## src/rtl/alu_arbiter_pkg.sv

```systemverilog
// Shared definitions for the ALU arbiter slice: FSM state encodings,
// requester ids and datapath widths. ALU op / src2 encodings belong to the
// decoder and are only carried through here as opaque fields.
package alu_arbiter_pkg;

  localparam int unsigned DATA_W = 32;
  localparam int unsigned OP_W   = 3;

  localparam logic [1:0] IDLE = 2'd0;
  localparam logic [1:0] EXEC = 2'd1;
  localparam logic [1:0] RESP = 2'd2;

  localparam logic REQ_ISSUE  = 1'b0;
  localparam logic REQ_BRANCH = 1'b1;

endpackage

```

## src/rtl/alu_arbiter_pick.sv

```systemverilog
// Combinational winner selection between the issue (0) and branch (1)
// requesters. On a tie the pointer names the winner; a lone valid always
// wins. The grant is one-hot and all-zero when nobody is requesting.
module alu_arbiter_pick
  import alu_arbiter_pkg::*;
(
  input  logic       i_valid0,
  input  logic       i_valid1,
  input  logic       i_ptr,
  output logic [1:0] o_grant,
  output logic       o_winner
);

  // Resolve the winner and build the one-hot grant
  always_comb begin
    o_winner = REQ_ISSUE;
    o_grant  = '0;
    if (i_valid0 && i_valid1) begin
      o_winner = i_ptr;
    end else if (i_valid1) begin
      o_winner = REQ_BRANCH;
    end
    if (i_valid0 || i_valid1) begin
      o_grant[o_winner] = 1'b1;
    end
  end

endmodule

```

## src/rtl/alu_arbiter.sv

```systemverilog
// Sequencer/arbiter sharing one combinational Executor ALU between the
// issue stage (requester 0) and the branch/address unit (requester 1).
// Flow per operation: IDLE (grant) -> EXEC (ALU evaluates) -> RESP (hold
// result until the owner accepts it).
// Build option: define ALU_ARBITER_RR_EN for round-robin tie breaking;
// otherwise requester 0 always wins a tie and no pointer register exists.
module alu_arbiter
  import alu_arbiter_pkg::*;
(
  input  logic              i_clk,
  input  logic              i_rst,
  input  logic              i_req0_valid,
  output logic              o_req0_ready,
  input  logic [DATA_W-1:0] i_req0_rs1,
  input  logic [DATA_W-1:0] i_req0_rs2,
  input  logic [DATA_W-1:0] i_req0_imm,
  input  logic              i_req0_src2,
  input  logic [OP_W-1:0]   i_req0_op,
  input  logic              i_req1_valid,
  output logic              o_req1_ready,
  input  logic [DATA_W-1:0] i_req1_rs1,
  input  logic [DATA_W-1:0] i_req1_rs2,
  input  logic [DATA_W-1:0] i_req1_imm,
  input  logic              i_req1_src2,
  input  logic [OP_W-1:0]   i_req1_op,
  output logic              o_rsp0_valid,
  input  logic              i_rsp0_ready,
  output logic              o_rsp1_valid,
  input  logic              i_rsp1_ready,
  output logic [DATA_W-1:0] o_rsp_res,
  output logic [DATA_W-1:0] o_alu_rs1,
  output logic [DATA_W-1:0] o_alu_rs2,
  output logic [DATA_W-1:0] o_alu_imm,
  output logic              o_alu_src2,
  output logic [OP_W-1:0]   o_alu_op,
  input  logic [DATA_W-1:0] i_alu_res
);

  logic [1:0]        r_state;
  logic              r_owner;
  logic [DATA_W-1:0] r_rsp_res;
  logic [DATA_W-1:0] r_alu_rs1;
  logic [DATA_W-1:0] r_alu_rs2;
  logic [DATA_W-1:0] r_alu_imm;
  logic              r_alu_src2;
  logic [OP_W-1:0]   r_alu_op;

  logic              w_ptr;
  logic [1:0]        w_grant;
  logic              w_winner;
  logic [1:0]        w_ready;
  logic              w_accept;
  logic              w_owner_rsp_ready;

`ifdef ALU_ARBITER_RR_EN
  logic r_ptr;

  // Tie-break pointer: after each accepted request, favour the loser
  always_ff @(posedge i_clk or posedge i_rst) begin
    if (i_rst) begin
      r_ptr <= REQ_ISSUE;
    end else if (w_accept) begin
      r_ptr <= ~w_winner;
    end
  end

  assign w_ptr = r_ptr;
`else
  assign w_ptr = REQ_ISSUE;
`endif

  alu_arbiter_pick u_pick (
    .i_valid0 (i_req0_valid),
    .i_valid1 (i_req1_valid),
    .i_ptr    (w_ptr),
    .o_grant  (w_grant),
    .o_winner (w_winner)
  );

  assign w_ready           = (r_state == IDLE) ? w_grant : 2'b00;
  assign w_accept          = |w_ready;
  assign w_owner_rsp_ready = (r_owner == REQ_BRANCH) ? i_rsp1_ready : i_rsp0_ready;

  // Sequence IDLE -> EXEC -> RESP and hold operands/result registers
  always_ff @(posedge i_clk or posedge i_rst) begin
    if (i_rst) begin
      r_state    <= IDLE;
      r_owner    <= REQ_ISSUE;
      r_rsp_res  <= '0;
      r_alu_rs1  <= '0;
      r_alu_rs2  <= '0;
      r_alu_imm  <= '0;
      r_alu_src2 <= 1'b0;
      r_alu_op   <= '0;
    end else begin
      case (r_state)
        IDLE: begin
          if (w_accept) begin
            r_state <= EXEC;
            r_owner <= w_winner;
            if (w_winner == REQ_BRANCH) begin
              r_alu_rs1  <= i_req1_rs1;
              r_alu_rs2  <= i_req1_rs2;
              r_alu_imm  <= i_req1_imm;
              r_alu_src2 <= i_req1_src2;
              r_alu_op   <= i_req1_op;
            end else begin
              r_alu_rs1  <= i_req0_rs1;
              r_alu_rs2  <= i_req0_rs2;
              r_alu_imm  <= i_req0_imm;
              r_alu_src2 <= i_req0_src2;
              r_alu_op   <= i_req0_op;
            end
          end
        end
        EXEC: begin
          r_rsp_res <= i_alu_res;
          r_state   <= RESP;
        end
        RESP: begin
          if (w_owner_rsp_ready) begin
            r_state <= IDLE;
          end
        end
        default: begin
          r_state <= IDLE;
        end
      endcase
    end
  end

  assign o_req0_ready = w_ready[0];
  assign o_req1_ready = w_ready[1];
  assign o_rsp0_valid = (r_state == RESP) && (r_owner == REQ_ISSUE);
  assign o_rsp1_valid = (r_state == RESP) && (r_owner == REQ_BRANCH);
  assign o_rsp_res    = r_rsp_res;
  assign o_alu_rs1    = r_alu_rs1;
  assign o_alu_rs2    = r_alu_rs2;
  assign o_alu_imm    = r_alu_imm;
  assign o_alu_src2   = r_alu_src2;
  assign o_alu_op     = r_alu_op;

endmodule

```

## config.mk

```make
export PLATFORM = sky130hd
export DESIGN_NAME = alu_arbiter
export DESIGN_NICKNAME = d
export VERILOG_FILES = /design/src/rtl/alu_arbiter_pkg.sv /design/src/rtl/alu_arbiter_pick.sv /design/src/rtl/alu_arbiter.sv
export SDC_FILE = /design/constraint.sdc
export NUM_CORES = 1
export LEC_CHECK = 0
export ABC_AREA = 1
export CORE_AREA = 2 2 145 147
export DETAILED_ROUTE_END_ITERATION = 16
export DIE_AREA = 0 0 147 149
export PLACE_DENSITY_LB_ADDON = 0.05
export SETUP_SLACK_MARGIN = 0.05
export SYNTH_ARGS = -nofsm -noshare
export SYNTH_HDL_FRONTEND = slang
export SYNTH_SLANG_ARGS = --single-unit
export TNS_END_PERCENT = 50
```

## constraint.sdc

```tcl
create_clock -name i_clk -period 5.9 [get_ports i_clk]
set_clock_uncertainty 0.2 [all_clocks]
set_input_delay 1.18 -clock i_clk [delete_from_list [all_inputs] [get_ports i_clk]]
set_output_delay 1.18 -clock i_clk [all_outputs]
set_load 0.01 [all_outputs]
```

After elaboration in Yosys (flattened, before gate mapping) --
Index checks and enable logic that the tools add are counted.
Word-level totals: register bits after elaboration 135, bits in latches 0, bits in writable memories 0, ROM bits 0, input bits 238, output and inout port bits 136, memories kept 0
Cells by class: $add $sub $neg 0, multiply operators 0, divide/modulo/power cells 0, order comparisons 2, equality and inequality tests 4, shift operators 0, muxes and demuxes 15, bitwise gates (word level) 1, reductions and logical operators 9
Operator list (count):
- 32-bit two-way mux | 3
- 2-bit two-way mux | 4
- 2-bit case mux with 3 select lines | 1
- 1-bit two-way mux | 5
- 1-bit logical AND | 4
- 2-bit != test (second input constant) | 2
- 2-bit AND reduction | 2
- 3-bit two-way mux | 1
- 2-bit by 1-bit equality test with 1-bit output (second input constant) | 1
- 2-bit equality test (second input constant) | 1
- 2-bit logical NOT | 1
- 1-bit by 2-bit less-than comparator with 1-bit output (second input constant) | 1
- 2-bit OR reduction | 1
- 1-bit demux with 1-bit select | 1
- 1-bit greater-or-equal comparator (second input constant) | 1
- 1-bit logical OR | 1
- 1-bit NOT | 1

Longest topological paths before layout --
depth after elaboration 11, depth in mapped cells 8

Modules after synthesis --
From an unflattened synthesis, not the netlist that was laid out.
Second synthesis, totals: cell total of the unflattened synthesis 913, area total of the unflattened synthesis 6670.1 um2
By module, submodules not included:
- alu_arbiter | instances 1, cells each 907, area an instance 6645.1 um2, seq. area each 3378.2 um2
- alu_arbiter_pick | instances 1, cells each 6, area an instance 25.0 um2, seq. area each 0.0 um2

Worst setup path after synthesis --
No wires, ideal clock.
kind input -> output, start point input port i_req1_valid, end point output port o_req1_ready, arrival time 1812 ps, required time 4520 ps, setup slack 2708 ps, stages on the path 5, buffers on the path 3, cells stage by stage buf_2 -> buf_4 -> buf_2 -> nand3_1 -> inv_1
Between the ends: cells in the longest elaborated chain, start to end 8, elaborated cells on any way between the ends 11
Ends and longest elaborated chain:
- start, declared | line alu_arbiter.sv:19 | input logic i_req1_valid,
- 1-bit two-way mux or 1-bit logical AND (tied branches) | line alu_arbiter_pick.sv:20, alu_arbiter_pick.sv:18
- 1-bit two-way mux | line alu_arbiter_pick.sv:18 | if (i_valid0 && i_valid1) begin
- 1-bit by 2-bit less-than comparator with 1-bit output (implied by the code) or 1-bit greater-or-equal comparator (tied branches) | line alu_arbiter_pick.sv:24 | o_grant[o_winner] = 1'b1;
- 1-bit logical AND (implied by the code) | line alu_arbiter_pick.sv:24
- 1-bit two-way mux (implied by the code) | line alu_arbiter_pick.sv:24
- 1-bit demux with 1-bit select
- 2-bit two-way mux (*) | line alu_arbiter_pick.sv:23 | if (i_valid0 || i_valid1) begin
- 2-bit two-way mux (*) | line alu_arbiter.sv:80 | assign w_ready = (r_state == IDLE) ? w_grant : 2'b00;
- end, declared | line alu_arbiter.sv:20 | output logic o_req1_ready,
Mark *: on every way between the ends. The rest lies on a longest branch, timed or not.

Final worst setup path --
start point input port i_req0_valid, end point output port o_req1_ready
Between the ends: cells in the longest elaborated chain, start to end 8, elaborated cells on any way between the ends 10
Ends and longest elaborated chain:
- start, declared | line alu_arbiter.sv:12 | input logic i_req0_valid,
- 1-bit logical AND | line alu_arbiter_pick.sv:18
- 1-bit two-way mux | line alu_arbiter_pick.sv:18
- 1-bit by 2-bit less-than comparator with 1-bit output (implied by the code) or 1-bit greater-or-equal comparator (tied branches) | line alu_arbiter_pick.sv:24
- 1-bit logical AND (implied by the code) | line alu_arbiter_pick.sv:24
- 1-bit two-way mux (implied by the code) | line alu_arbiter_pick.sv:24
- 1-bit demux with 1-bit select
- 2-bit two-way mux (*) | line alu_arbiter_pick.sv:23
- 2-bit two-way mux (*) | line alu_arbiter.sv:80
Marks and branches as above.

==> results.sh <==
export IMPL_ctsHoldBuffers=0
export IMPL_period_share=0.763
export IMPL_gp_congestion=0.791
export IMPL_syn_instance_count=917
export IMPL_routed_top_layer="met4"
export IMPL_finalSetupTns_ns=0
export IMPL_grt_overflow=0
export IMPL_cts_htree_levels=4
export IMPL_numCtsBuffers=17
export IMPL_nNetsFinal=1489
export IMPL_rsz0062_at_grt="false"
export IMPL_die_w_um=147
export IMPL_required_ns=4.52
export IMPL_row_count=53
export IMPL_route_met3_wl_um=1620
export IMPL_area_delta_synth_final_pct=65.9
export IMPL_grt_pass1_wl_um=37200
export IMPL_dieArea_um2=21900
export IMPL_slew_headroom=0.245
export IMPL_wl_met2_um=11600
export IMPL_avgRoutedWirePerCell_um=15.5
export IMPL_critical_path_most_common_cell="clkdlybuf4s50_1"
export IMPL_r2r_end="o_alu_imm[26]"
export IMPL_clk_path_buf_depth=2
export IMPL_synth_edff_count=0
export IMPL_seqPwrFrac=0.317
export IMPL_wl_um=23900
export IMPL_worstSetupPathType="in2out"
export IMPL_setup_violations=0
export IMPL_io_buffers=373
export IMPL_worst_hold_slack_ns=0.267
export IMPL_ys_warn_count=0
export IMPL_slowest_stage="clkdlybuf4s50_1"
export IMPL_syn_area_um2=6640
export IMPL_cp_cell_sequence="clkdlybuf4s50_1 -> clkinv_2 -> buf_4 -> nand3_1 -> inv_1 -> clkdlybuf4s50_1"
export IMPL_clk_latency_ns=0.41
export IMPL_fin_ws_ns=1.40
export IMPL_dp_slack_ns=1.35
export IMPL_hold_end="o_rsp_res[27]"
export IMPL_min_from="o_rsp_res[27]"
export IMPL_place_inst=1507
export IMPL_end_kind="output port"
export IMPL_dr_first_iter_drc_count=292
export IMPL_drt_met1_wl_um=10000
export IMPL_max_stage_delay_ns=0.54
export IMPL_synth_nets=1155
export IMPL_ys_top_cells_by_area="dfrtp_1 51%, nand2_1 32%, nand3_1 10%"
export IMPL_antenna_found_initial=2
export IMPL_power_internal_w=0.00319
export IMPL_final_cell_mix="568 x nand2_1, 372 x clkdlybuf4s50_1, 135 x dfrtp_1, 134 x nand3_1, 17 x clkbuf_16"
export IMPL_layout_min_cycle_time_ns=4.50
export IMPL_synthArstFlopShare=1.00
export IMPL_avgSynthCellArea_um2=7.24
export IMPL_ys_seq_elements=135
export IMPL_crit_arrival_ns=3.12
export IMPL_grt_max_degree=101
export IMPL_ir_worst_vdd_uv=646
export IMPL_crit_family="buffers and inverters"
export IMPL_drtAntennaViolNets=0
export IMPL_yosysUniqueCellTypes=16
export IMPL_crit_path_start_kind="input port"
export IMPL_swShare=0.367
export IMPL_cts_root_buffer_cell="clkbuf_16"
export IMPL_status="complete, no violations"
export IMPL_layout_commonest_cell="nand2_1"
export IMPL_min_path_cells=2
export IMPL_yosysTopAreaCell="dfrtp_1"
export IMPL_critPathBufInv=5
export IMPL_vias=6894
export IMPL_firstDrtPassIters=4
export IMPL_layout_drive_gt1_share=0.0364
export IMPL_grtUsageTotal=0.219
export IMPL_seq_area_frac_synth=0.509
export IMPL_drc=0
export IMPL_power_leakage_nw=5.49
export IMPL_numClockSinks=135
export IMPL_dp_hpwl_um=16200
export IMPL_drv_slew=0
export IMPL_clkTransAtPathRegs_ns=0.06
export IMPL_avgViaCountPerCell=4.47
export IMPL_grt_pass1_vias=6755
export IMPL_r2r_start="r_state[0]"
export IMPL_ys_flop_type="dfrtp_1"
export IMPL_powerDensity_nw_per_um2=458
export IMPL_drv_cap=0
export IMPL_dieHeight_um=149
export IMPL_initial_core_util=0.323
export IMPL_switchingPower_w=0.00185
export IMPL_pwr_share_comb=0.467
export IMPL_cts_repair_resize_count=0
export IMPL_cts_setup_buffers=0
export IMPL_stdcell_count=1541
export IMPL_tightestPinTransition_ns=1.13
export IMPL_power_frac_clock=0.216
export IMPL_hold_viol_final=0
export IMPL_num_io_pins=374
export IMPL_r2r_slack_ns=3.16
export IMPL_reg2regPathDepth=7
export IMPL_cts_tree="yes"
export IMPL_fmax_mhz=222
export IMPL_core_area_um2=20600
export IMPL_synth_top_cell_area_share=0.509
export IMPL_crit_fanout=24
export IMPL_hp_class="reg2reg"
state kept, by name (all words and copies together) (netlist names):
signal / flops
o_alu_imm: 32
o_alu_rs1: 32
o_alu_rs2: 32
o_rsp_res: 32
o_alu_op: 3
r_state: 2
o_alu_src2: 1
r_owner: 1
layout make-up:
class / count / area (um2)
fill: 2012 / 9550
sequential: 135 / 3380
clock inverter: 14 / 175
timing repair buffer: 380 / 3780
clock buffer: 18 / 429
inverter: 7 / 33.8
tap: 275 / 344
antenna: 2 / 5.00
multi-input combinational: 710 / 2860
worst max path at each step:
stage | from | endpoint | slack (ns) | cells after the start
6_report | i_req0_valid | o_req1_ready | 1.40 | 6
5_1_grt | i_req0_valid | o_req1_ready | 1.30 | 6
4_1_cts | i_req0_valid | o_req1_ready | 1.35 | 6
3_5_place_dp | i_req0_valid | o_req1_ready | 1.35 | 6
3_3_place_gp | i_req0_valid | o_req1_ready | 1.37 | 6
2_1_floorplan | i_rst | o_alu_imm[0] | 0.91 | 1
cell families after synthesis:
family | synth area share
compound gates | 0.00207
buf+inv | 0.0618
flops | 0.509
simple gates | 0.427
cell usage after synthesis (3+ instances only):
library cell and instances:
clkbuf_1 8, nor2_1 3, inv_2 3, inv_1 4, nand3_1 134, buf_4 3
buf_2 43, buf_6 10, nand2_1 568, dfrtp_1 135
stage by stage:
step / util / total power, W / cell area, um2
2_1_floorplan: - / 0.00272 / 6640
3_3_place_gp: 0.506 / 0.00398 / 10400
3_5_place_dp: 0.506 / 0.00400 / 10400
4_1_cts: 0.535 / 0.00512 / 11000
5_1_grt: 0.536 / 0.00540 / 11000
6_report: 0.536 / 0.00504 / 11000
power groups by stage:
stage	clock network, W	registers [W]	logic [W]
detailed placement	0	0.00160	0.00239
global placement	0	0.00159	0.00238
finish	0.00109	0.00160	0.00235
CTS	0.00112	0.00160	0.00240
global route	0.00116	0.00166	0.00259
floorplan	0	0.00181	0.000905
per-layer routing:
| metal | vias up | track usage |
|---|---|---|
| met3 | 34 | 0.0661 |
| met2 | 230 | 0.365 |
| met1 | 3120 | 0.266 |
| met5 | - | 0 |
| met4 | 0 | 0.0856 |
| li1 | 3510 | - |
worst reg2reg max path, stage by stage (launching register included):
cell and delay [ns]:
dfrtp_1 0.35, buf_4 0.38, nor2_4 0.10, o21ai_4 0.08, clkinv_2 0.70, buf_4 0.61
nand2_1 0.17, nand2_1 0.05
Note: power is estimated with default switching activity, not from simulation.
